File: config.mk
export PLATFORM = sky130hd
export DESIGN_NAME = smvm_row_collector
export DESIGN_NICKNAME = d
export VERILOG_FILES = /design/src/rtl/smvm_row_collector_pkg.sv /design/src/rtl/smvm_result_fifo.sv /design/src/rtl/smvm_row_collector.sv
export SDC_FILE = /design/constraint.sdc
export NUM_CORES = 1
export LEC_CHECK = 0
export ABC_AREA = 1
export BUFFER_PORTS_ARGS = -buffer_cell sky130_fd_sc_hd__clkbuf_2
export CAP_MARGIN = 40
export CORE_UTILIZATION = 60
export CTS_CLUSTER_SIZE = 14
export DETAILED_ROUTE_END_ITERATION = 8
export GPL_ROUTABILITY_DRIVEN = 0
export MAX_ROUTING_LAYER = met4
export PLACE_DENSITY = 0.78
export SLEW_MARGIN = 20
export SYNTH_ARGS = -nofsm -noshare
export SYNTH_HDL_FRONTEND = slang
export SYNTH_SLANG_ARGS = --single-unit
File: constraint.sdc
create_clock -name clk -period 3.6 [get_ports clk]
set_input_delay 0.18 -clock clk [delete_from_list [all_inputs] [get_ports clk]]
set_output_delay 0.18 -clock clk [all_outputs]
set_load 0.02 [all_outputs]
File: src/rtl/smvm_row_collector_pkg.sv
// SMVM row collector shared definitions.
// Widths match the SMVM datapath constants.
package smvm_row_collector_pkg;

  localparam int SMVM_PSUM_W = 18;
  localparam int SMVM_OUT_W  = 24;
  localparam int SMVM_ROW_W  = 8;
  localparam int SMVM_DEPTH  = 8;

  typedef enum logic [1:0] {
    ST_IDLE  = 2'd0,
    ST_RUN   = 2'd1,
    ST_DRAIN = 2'd2
  } state_e;

endpackage

File: src/rtl/smvm_result_fifo.sv
// Row result FIFO with a registered head word.
// Head keeps its last value while the FIFO is empty.
module smvm_result_fifo #(
  parameter int W     = 24,
  parameter int DEPTH = 8
) (
  input  logic         clk,
  input  logic         rst_n,
  input  logic         clr_i,
  input  logic         push_i,
  input  logic [W-1:0] din_i,
  input  logic         pop_i,
  output logic         full_o,
  output logic         empty_o,
  output logic [W-1:0] head_o
);

  localparam int AW = $clog2(DEPTH);
  localparam int PW = AW + 1;

  logic [W-1:0]  mem_q [DEPTH];
  logic [PW-1:0] wr_q, wr_d;
  logic [PW-1:0] rd_q, rd_d;
  logic [W-1:0]  head_q, head_d;

  // Next pointers and the word that will sit at the head next cycle
  always_comb begin
    wr_d = push_i ? wr_q + PW'(1) : wr_q;
    rd_d = pop_i  ? rd_q + PW'(1) : rd_q;
    head_d = mem_q[rd_d[AW-1:0]];
    if (push_i && (wr_q[AW-1:0] == rd_d[AW-1:0]))
      head_d = din_i;
  end

  assign empty_o = (wr_q == rd_q);
  assign full_o  = (wr_q[AW] != rd_q[AW]) &&
                   (wr_q[AW-1:0] == rd_q[AW-1:0]);
  assign head_o  = head_q;

  // Storage array, written on every push
  always_ff @(posedge clk) begin
    if (push_i)
      mem_q[wr_q[AW-1:0]] <= din_i;
  end

  // Pointers and registered head word
  always_ff @(posedge clk or negedge rst_n) begin
    if (!rst_n) begin
      wr_q   <= '0;
      rd_q   <= '0;
      head_q <= '0;
    end else if (clr_i) begin
      wr_q <= '0;
      rd_q <= '0;
    end else begin
      wr_q <= wr_d;
      rd_q <= rd_d;
      if (wr_d != rd_d)
        head_q <= head_d;
    end
  end

endmodule

File: src/rtl/smvm_row_collector.sv
// Accumulates signed partial sums per row and emits row results
// in order through a small result FIFO.
module smvm_row_collector
  import smvm_row_collector_pkg::*;
#(
  parameter int PSUM_W = SMVM_PSUM_W,
  parameter int OUT_W  = SMVM_OUT_W,
  parameter int DEPTH  = SMVM_DEPTH,
  parameter int ROW_W  = SMVM_ROW_W
) (
  input  logic              clk,
  input  logic              rst_n,
  input  logic              start,
  input  logic [ROW_W-1:0]  num_rows,
  input  logic              psum_valid,
  output logic              psum_ready,
  input  logic [PSUM_W-1:0] psum_data,
  input  logic              psum_last,
  output logic              out_valid,
  input  logic              out_ready,
  output logic [OUT_W-1:0]  data_out,
  output logic              busy,
  output logic              done
);

  state_e             state_q;
  logic [ROW_W-1:0]   nrows_q;
  logic [ROW_W-1:0]   rows_in_q;
  logic [ROW_W-1:0]   rows_out_q;
  logic [OUT_W-1:0]   acc_q;
  logic [OUT_W-1:0]   sum;
  logic               accept;
  logic               pop;
  logic               push;
  logic               last_row;
  logic               last_pop;
  logic               fifo_full;
  logic               fifo_empty;
  logic               fifo_clr;

  // Handshakes, row sum and end-of-matrix detection
  always_comb begin
    sum = acc_q +
      {{(OUT_W-PSUM_W){psum_data[PSUM_W-1]}}, psum_data};
    pop = !fifo_empty && out_ready;
    psum_ready = (state_q == ST_RUN) && (!fifo_full || pop);
    accept = psum_valid && psum_ready;
    push = accept && psum_last;
    last_row = (rows_in_q + ROW_W'(1)) == nrows_q;
    last_pop = (state_q == ST_DRAIN) && pop &&
               ((rows_out_q + ROW_W'(1)) == nrows_q);
    fifo_clr = (state_q == ST_IDLE) && start;
  end

  assign out_valid = !fifo_empty;
  assign busy      = (state_q != ST_IDLE);
  assign done      = last_pop;

  // Matrix FSM with accumulator and row counters
  always_ff @(posedge clk or negedge rst_n) begin
    if (!rst_n) begin
      state_q    <= ST_IDLE;
      nrows_q    <= '0;
      rows_in_q  <= '0;
      rows_out_q <= '0;
      acc_q      <= '0;
    end else begin
      unique case (state_q)
        ST_IDLE: begin
          if (start) begin
            nrows_q    <= num_rows;
            rows_in_q  <= '0;
            rows_out_q <= '0;
            acc_q      <= '0;
            state_q    <= ST_RUN;
          end
        end
        ST_RUN: begin
          if (accept) begin
            if (psum_last) begin
              acc_q     <= '0;
              rows_in_q <= rows_in_q + ROW_W'(1);
              if (last_row)
                state_q <= ST_DRAIN;
            end else begin
              acc_q <= sum;
            end
          end
          if (pop)
            rows_out_q <= rows_out_q + ROW_W'(1);
        end
        ST_DRAIN: begin
          if (pop) begin
            rows_out_q <= rows_out_q + ROW_W'(1);
            if (last_pop)
              state_q <= ST_IDLE;
          end
        end
        default: state_q <= ST_IDLE;
      endcase
    end
  end

  smvm_result_fifo #(
    .W     (OUT_W),
    .DEPTH (DEPTH)
  ) u_fifo (
    .clk     (clk),
    .rst_n   (rst_n),
    .clr_i   (fifo_clr),
    .push_i  (push),
    .din_i   (sum),
    .pop_i   (pop),
    .full_o  (fifo_full),
    .empty_o (fifo_empty),
    .head_o  (data_out)
  );

endmodule

==> results.json, run 1 <==
{
  "syn_inst": 1503,
  "portBuffers": 59,
  "run_status": "finished clean",
  "relSlewSlack_pct": 47.6,
  "setup.worst_path.end": "u_fifo.head_o[21]",
  "num_rows": 55,
  "rsz0062_at_grt": "false",
  "fin_cells": 1911,
  "synth_fp_nets": 1567,
  "hold_ws_ns": 0.101,
  "power_frac_clock_pct": 20.5,
  "slowest_stage": "nand3_2",
  "slowest_delay_ns": 0.56,
  "drt_wl_total_um": 36000,
  "r2r_end": "u_fifo.head_o[21]",
  "syn_area_sq_um": 14000,
  "place_inst": 1850,
  "switching_power_w": 0.00654,
  "grt_usage_pct": 32.1,
  "max_freq_ghz": 0.325,
  "synth_area_leader_cell": "edfxtp_1",
  "die_y_um": 155,
  "core_sq_um": 22800,
  "required_ns": 4.03,
  "nFillCells": 1679,
  "ctsResizeCount": 0,
  "timing.rr.start": "u_fifo.wr_q[2]",
  "reg2reg_slack_ns": 0.52,
  "start_kind": "register",
  "grt_max_degree": 97,
  "switching_share_pct": 43.5,
  "p_total_w": 0.0150,
  "grt_pass1_wl_um": 58000,
  "dieWidth_um": 155,
  "firstDrtPassIters": 5,
  "avgViaCountPerCell": 5.85,
  "final_cell_mix": "350 x nand2_1, 276 x nand3_1, 192 x edfxtp_1",
  "worstPathMaxFanout": 24,
  "critPathTopFamily": "simple AND/OR/NAND/NOR gates",
  "cp.depth": 14,
  "critPathCaptureType": "register",
  "slew_viol_final": 0,
  "critical_path_class": "reg -> reg",
  "path_cells": "inv_2 -> nand2_1 -> nand2_1 -> nor2_2 -> nand2_4 -> nand2_8 -> o21ai_4 -> nand2_1 -> nand2_2 -> nand3_2 -> nand3_1 -> nand2_1 -> nand3_1 -> nand2_1",
  "grt_pass1_vias": 11000,
  "layout_commonest_cell": "nand2_1",
  "synth_ff_type": "edfxtp_1",
  "clk_latency_ns": 0.56,
  "synthArstFlopShare_pct": 29.9,
  "cts.path.max_buffers": 3,
  "area_growth_pct": 13.0,
  "setup_tns_ns": 0,
  "ff2ff_path_depth": 14,
  "tightest_slew_ns": 0.785,
  "layout.nets": 1640,
  "path_buf_inv": 1,
  "cts_root_buffer": "clkbuf_16",
  "yosysSeqAreaShare_pct": 55.7,
  "ys_ff_latch": 274,
  "antenna_found_initial": 0,
  "final.period_utilization_pct": 85.5,
  "cap_violations": 0,
  "setup_viol": 0,
  "synth.distinct_cells": 42,
  "period_needed_ns": 3.08,
  "start_util_pct": 61.7,
  "finClkSkew_ns": 0.0185,
  "path_common_cell": "nand2_1",
  "cts_tree": "built",
  "postRouteAntennaNets": 0,
  "cts_buffers": 28,
  "worstHoldPathType": "in -> async",
  "synth_top_area_share_pct": 41.0,
  "overflow": 0,
  "p_per_area_nw_per_um2": 948,
  "clk_pin_slew_ns": 0.06,
  "syn_avg_cell_area_sq_um": 9.35,
  "drt-initial-drc-count": 1174,
  "crit_start": "u_fifo.wr_q[2]",
  "hpwl_um": 21700,
  "antenna_cells": 0,
  "wl_per_cell_um": 18.9,
  "finalHoldViolCount": 0,
  "p_comb_share_pct": 47.4,
  "p_int_w": 0.00850,
  "yosys_warnings": 0,
  "die_area_sq_um": 24000,
  "clock-sinks": 274,
  "htreeDepth": 1,
  "drive_gt1_share_pct": 11.7,
  "synth_edf_count": 192,
  "drc_errors": 0,
  "final_util_pct": 69.7,
  "peakVddDrop_v": 0.000589,
  "cp.arrival_ns": 3.51,
  "top_level_ports": 60,
  "vias": 11200,
  "leakage_nw": 7.13,
  "synth_area_leaders": "edfxtp_1 41%, dfrtp_1 15%, nand3_1 9.8%",
  "p_seq_share_pct": 32.1
}
registers in the layout (all words and copies together), names as in the netlist:
register and cells:
u_fifo.mem_q 192, rows_in_q 8, nrows_q 8, state_q 2, u_fifo.wr_q 4, u_fifo.head_o 24
acc_q 24, rows_out_q 8, u_fifo.rd_q 4
cell usage after synthesis (all sizes together) (7+ instances only):
library cell	n
inv	192
nor3	10
a22o	23
xnor2	13
buf	42
nand2	361
nand4	20
nor2	51
nand3b	71
dfrtp	82
nand3	279
a21oi	31
o21ai	34
edfxtp	192
o22ai	7
ha	31
xor2	21
clkbuf	23
power groups by stage:
stage	clock (W)	combinational [W]	sequential, W
after floorplan	0	0.00472	0.00493
after global placement	0	0.00676	0.00485
after detailed placement	0	0.00693	0.00487
after CTS	0.00310	0.00704	0.00481
after global routing	0.00322	0.00789	0.00486
final	0.00308	0.00714	0.00483
per-layer routing:
layer	part of all wire (%)	wire, um	track usage, %	up-vias
li1	-	-	-	5235
met1	41	14600	42.1	5299
met2	48	17300	51.6	557
met3	8.9	3220	4.43	89
met4	2.5	911	11.3	0
met5	0	0	-	-
cell type report:
type	instances	area, sq um	share of cell area (%)
Clock inverter	16	220	1.39
Sequential cell	274	7820	49.3
Timing Repair Buffer	108	721	4.54
Multi-Input combinational cell	972	5230	32.9
Inverter	192	721	4.54
Clock buffer	36	771	4.86
Tap cell	313	392	2.47
what timing repair did:
action,CTS,global route
hold buffers,9,0
setup buffers,0,0
hold endpoints to repair,90,0
worst register-to-register path: cells and delay by family (launching register included):
family          cells  cell delay (ns)
buf+inv             1             0.11
compound gates      1             0.53
flops               1             0.45
simple gates       12             1.89
per-stage QoR:
| step | area [sq um] | setup slack, ns |
|---|---|---|
| 4_1_cts | 15900 | 0.586 |
| 3_3_place_gp | 14800 | 0.733 |
| 2_1_floorplan | 14000 | 0.567 |
| 6_report | 15900 | 0.522 |
| 5_1_grt | 15900 | 0.0664 |
| 3_5_place_dp | 14800 | 0.640 |
how the worst min path moves through the flow:
| stage | startpoint | to | cells past startpoint |
|---|---|---|---|
| after floorplan | rst_n | acc_q[0] | 0 |
| after global placement | num_rows[4] | nrows_q[4] | 3 |
| after detailed placement | rst_n | u_fifo.rd_q[2] | 1 |
| after CTS | rst_n | u_fifo.head_o[16] | 2 |
| after global routing | rst_n | u_fifo.head_o[10] | 2 |
| final | rst_n | u_fifo.head_o[16] | 2 |
cell families after synthesis:
kind of cell               Yosys count  share of synthesized area, %
AOI/OAI and AO/OA                  109                          4.86
xor gates and xnor gates            34                          2.17
adders and majority gates           32                          2.90
buffers and inverters              257                          7.39
DFF                                274                          55.7
and+or+nand+nor                    797                          27.0
No activity file was read; power rests on OpenSTA's default activity.
==> run 2: changes to the inputs <==
--- a/config.mk
+++ b/config.mk
@@ -5,11 +5,10 @@
 export SDC_FILE = /design/constraint.sdc
 export NUM_CORES = 1
 export LEC_CHECK = 0
-export ABC_AREA = 1
 export BUFFER_PORTS_ARGS = -buffer_cell sky130_fd_sc_hd__clkbuf_2
 export CAP_MARGIN = 40
 export CORE_UTILIZATION = 60
-export CTS_CLUSTER_SIZE = 14
+export CTS_CLUSTER_SIZE = 24
 export DETAILED_ROUTE_END_ITERATION = 8
 export GPL_ROUTABILITY_DRIVEN = 0
 export MAX_ROUTING_LAYER = met4
==> run 2 against run 1 <==
Net effect:
- sequential power is 2% lower
- area after synthesis shrank 7.6%
- core utilization increased by 0.88 points
- worst hold slack worse by 0.025 ns
- non-clock buffer count grew 2
- combinational power decreased by 8.1%
- worst setup slack got worse by 0.21 ns
- synthesized cell count down 31%
- global-route usage down 3.9 points
- fmax fell by 6.5%
- largest cell class unchanged
==> results.json, run 2 <==
{
  "cts.path.max_buffers": 3,
  "clk_latency_ns": 0.54,
  "cts_hold_buffers": 9,
  "slowest_stage": "dfrtp_1",
  "area_growth_pct": 14.6,
  "vias": 8723,
  "timing.rr.start": "u_fifo.wr_q[0]",
  "slowest_delay_ns": 0.53,
  "clock-sinks": 274,
  "yosysMostFrequentCell": "edfxtp_1",
  "antenna_found_initial": 0,
  "die_area_sq_um": 22200,
  "max_freq_ghz": 0.304,
  "synthArstFlopShare_pct": 29.9,
  "synth_top_area_share_pct": 44.4,
  "largest_reg_flops": 192,
  "peakVddDrop_v": 0.000580,
  "start_kind": "register",
  "yosysSeqAreaShare_pct": 60.2,
  "synth_fp_nets": 1105,
  "slew_viol_final": 0,
  "setup_tns_ns": 0,
  "critical_path_class": "reg -> reg",
  "layout.nets": 1187,
  "setup_viol": 0,
  "grt_pass1_wl_um": 46200,
  "synth_ff_type": "edfxtp_1",
  "ctsResizeCount": 0,
  "drt_wl_total_um": 29300,
  "rsz0062_at_grt": "false",
  "synth_area_leader_cell": "edfxtp_1",
  "start_util_pct": 61.5,
  "portBuffers": 59,
  "firstDrtPassIters": 7,
  "period_needed_ns": 3.29,
  "cts_buffers": 28,
  "final.period_utilization_pct": 91.5,
  "grt_max_degree": 60,
  "nFillCells": 1418,
  "htreeDepth": 1,
  "cp.arrival_ns": 3.71,
  "postRouteAntennaNets": 0,
  "relSlewSlack_pct": 41.0,
  "core_sq_um": 21100,
  "leakage_nw": 5.88,
  "num_rows": 53,
  "drc_errors": 0,
  "synth_edf_count": 192,
  "synth.distinct_cells": 60,
  "p_per_area_nw_per_um2": 958,
  "top_level_ports": 60,
  "synth_area_leaders": "edfxtp_1 44%, dfrtp_1 16%, a211oi_1 4.6%",
  "layout_commonest_cell": "edfxtp_1",
  "dieWidth_um": 149,
  "run_status": "finished clean",
  "fin_cells": 1420,
  "finClkSkew_ns": 0.0117,
  "syn_area_sq_um": 13000,
  "synth_common_cells": "192 x edfxtp_1, 101 x nand2_1, 82 x dfrtp_1",
  "path_buf_inv": 1,
  "crit_start": "u_fifo.wr_q[0]",
  "worstPathMaxFanout": 46,
  "cts_root_buffer": "clkbuf_16",
  "path_cells": "xnor2_1 -> and3_1 -> a21o_1 -> nand3b_1 -> o311a_1 -> o41ai_4 -> buf_12 -> mux2_2",
  "hold_ws_ns": 0.0757,
  "cts_tree": "built",
  "drt-initial-drc-count": 701,
  "drive_gt1_share_pct": 15.2,
  "avgViaCountPerCell": 6.14,
  "wl_per_cell_um": 20.6,
  "postCtsSetupBuffers": 0,
  "p_total_w": 0.0143,
  "syn_avg_cell_area_sq_um": 12.5,
  "place_inst": 1358,
  "critPathTopFamily": "compound AO/OA/AOI/OAI gates",
  "grt_usage_pct": 28.2,
  "finalHoldViolCount": 0,
  "critPathCaptureType": "register",
  "die_y_um": 149,
  "hpwl_um": 17900,
  "grt_pass1_vias": 8531,
  "overflow": 0,
  "clk_pin_slew_ns": 0.06,
  "syn_inst": 1041,
  "required_ns": 4.02,
  "tightest_slew_ns": 0.879,
  "ys_ff_latch": 274,
  "final_cell_mix": "192 x edfxtp_1, 101 x nand2_1, 82 x dfrtp_1",
  "antenna_cells": 0,
  "worstHoldPathType": "in -> async",
  "yosys_warnings": 0,
  "cap_violations": 0
}
run 2: cell count changes after synthesis, sizes merged, moves of 43 or more:
cell,before,now
nand3,279,19
mux2i,0,53
nor2b,0,43
nand2,361,101
nand3b,71,4
a211oi,2,80
inv,192,22
run 2: cell families after synthesis:
| kind of cell | after synthesis | share of synthesized area (%) |
|---|---|---|
| DFF | 274 | 60.2 |
| muxes | 64 | 5.68 |
| and+or+nand+nor | 280 | 10.3 |
| xor gates and xnor gates | 57 | 3.91 |
| buffers and inverters | 80 | 2.62 |
| AOI/OAI and AO/OA | 254 | 14.1 |
| adders and majority gates | 32 | 3.14 |
run 2: final timing paths:
check                      slack [ns]           endpoint  cells after the start
hold reg to reg                  0.48  u_fifo.head_o[21]                      2
max in group asynchronous        2.74     u_fifo.wr_q[1]                      3
setup reg to reg                 0.31   u_fifo.head_o[8]                      8
setup / recovery                 0.31   u_fifo.head_o[8]                      8
min in group clk                 0.13           acc_q[8]                      4
hold / removal                   0.08      rows_out_q[0]                      2
run 2: per-layer routing:
layer  wire (um)  vias to the layer above  GRT usage [%]
met1       12400                     4251           37.7
li1            -                     4072              -
met5           0                        -              -
met2       14100                      360           44.6
met3        2290                       40           4.37
met4         525                        0           8.72
run 2: area by class of cell:
cell class	instances	area, sq um	area share [%]
flip-flops and latches	274	7820	52.6
multi-input cells	687	4920	33.1
clock buffers	33	751	5.05
repair buffers	110	751	5.05
well taps	275	344	2.31
clock inverters	19	206	1.39
inverters	22	82.6	0.555
run 2: stage by stage:
stage	setup slack [ns]	util [%]	instance area, sq um
detailed placement	0.387	65.5	13800
global placement	0.500	65.4	13800
CTS	0.310	70.5	14900
floorplan	0.0478	-	13000
global route	0.0647	70.5	14900
finish	0.307	70.5	14900
run 2: power breakdown:
group / switching [W] / leakage (nW) / internal [W]
sequential: 0.000364 / 2.79 / 0.00435
combinational: 0.00407 / 2.63 / 0.00249
clock: 0.00120 / 0.463 / 0.00178
total: 0.00563 / 5.88 / 0.00862
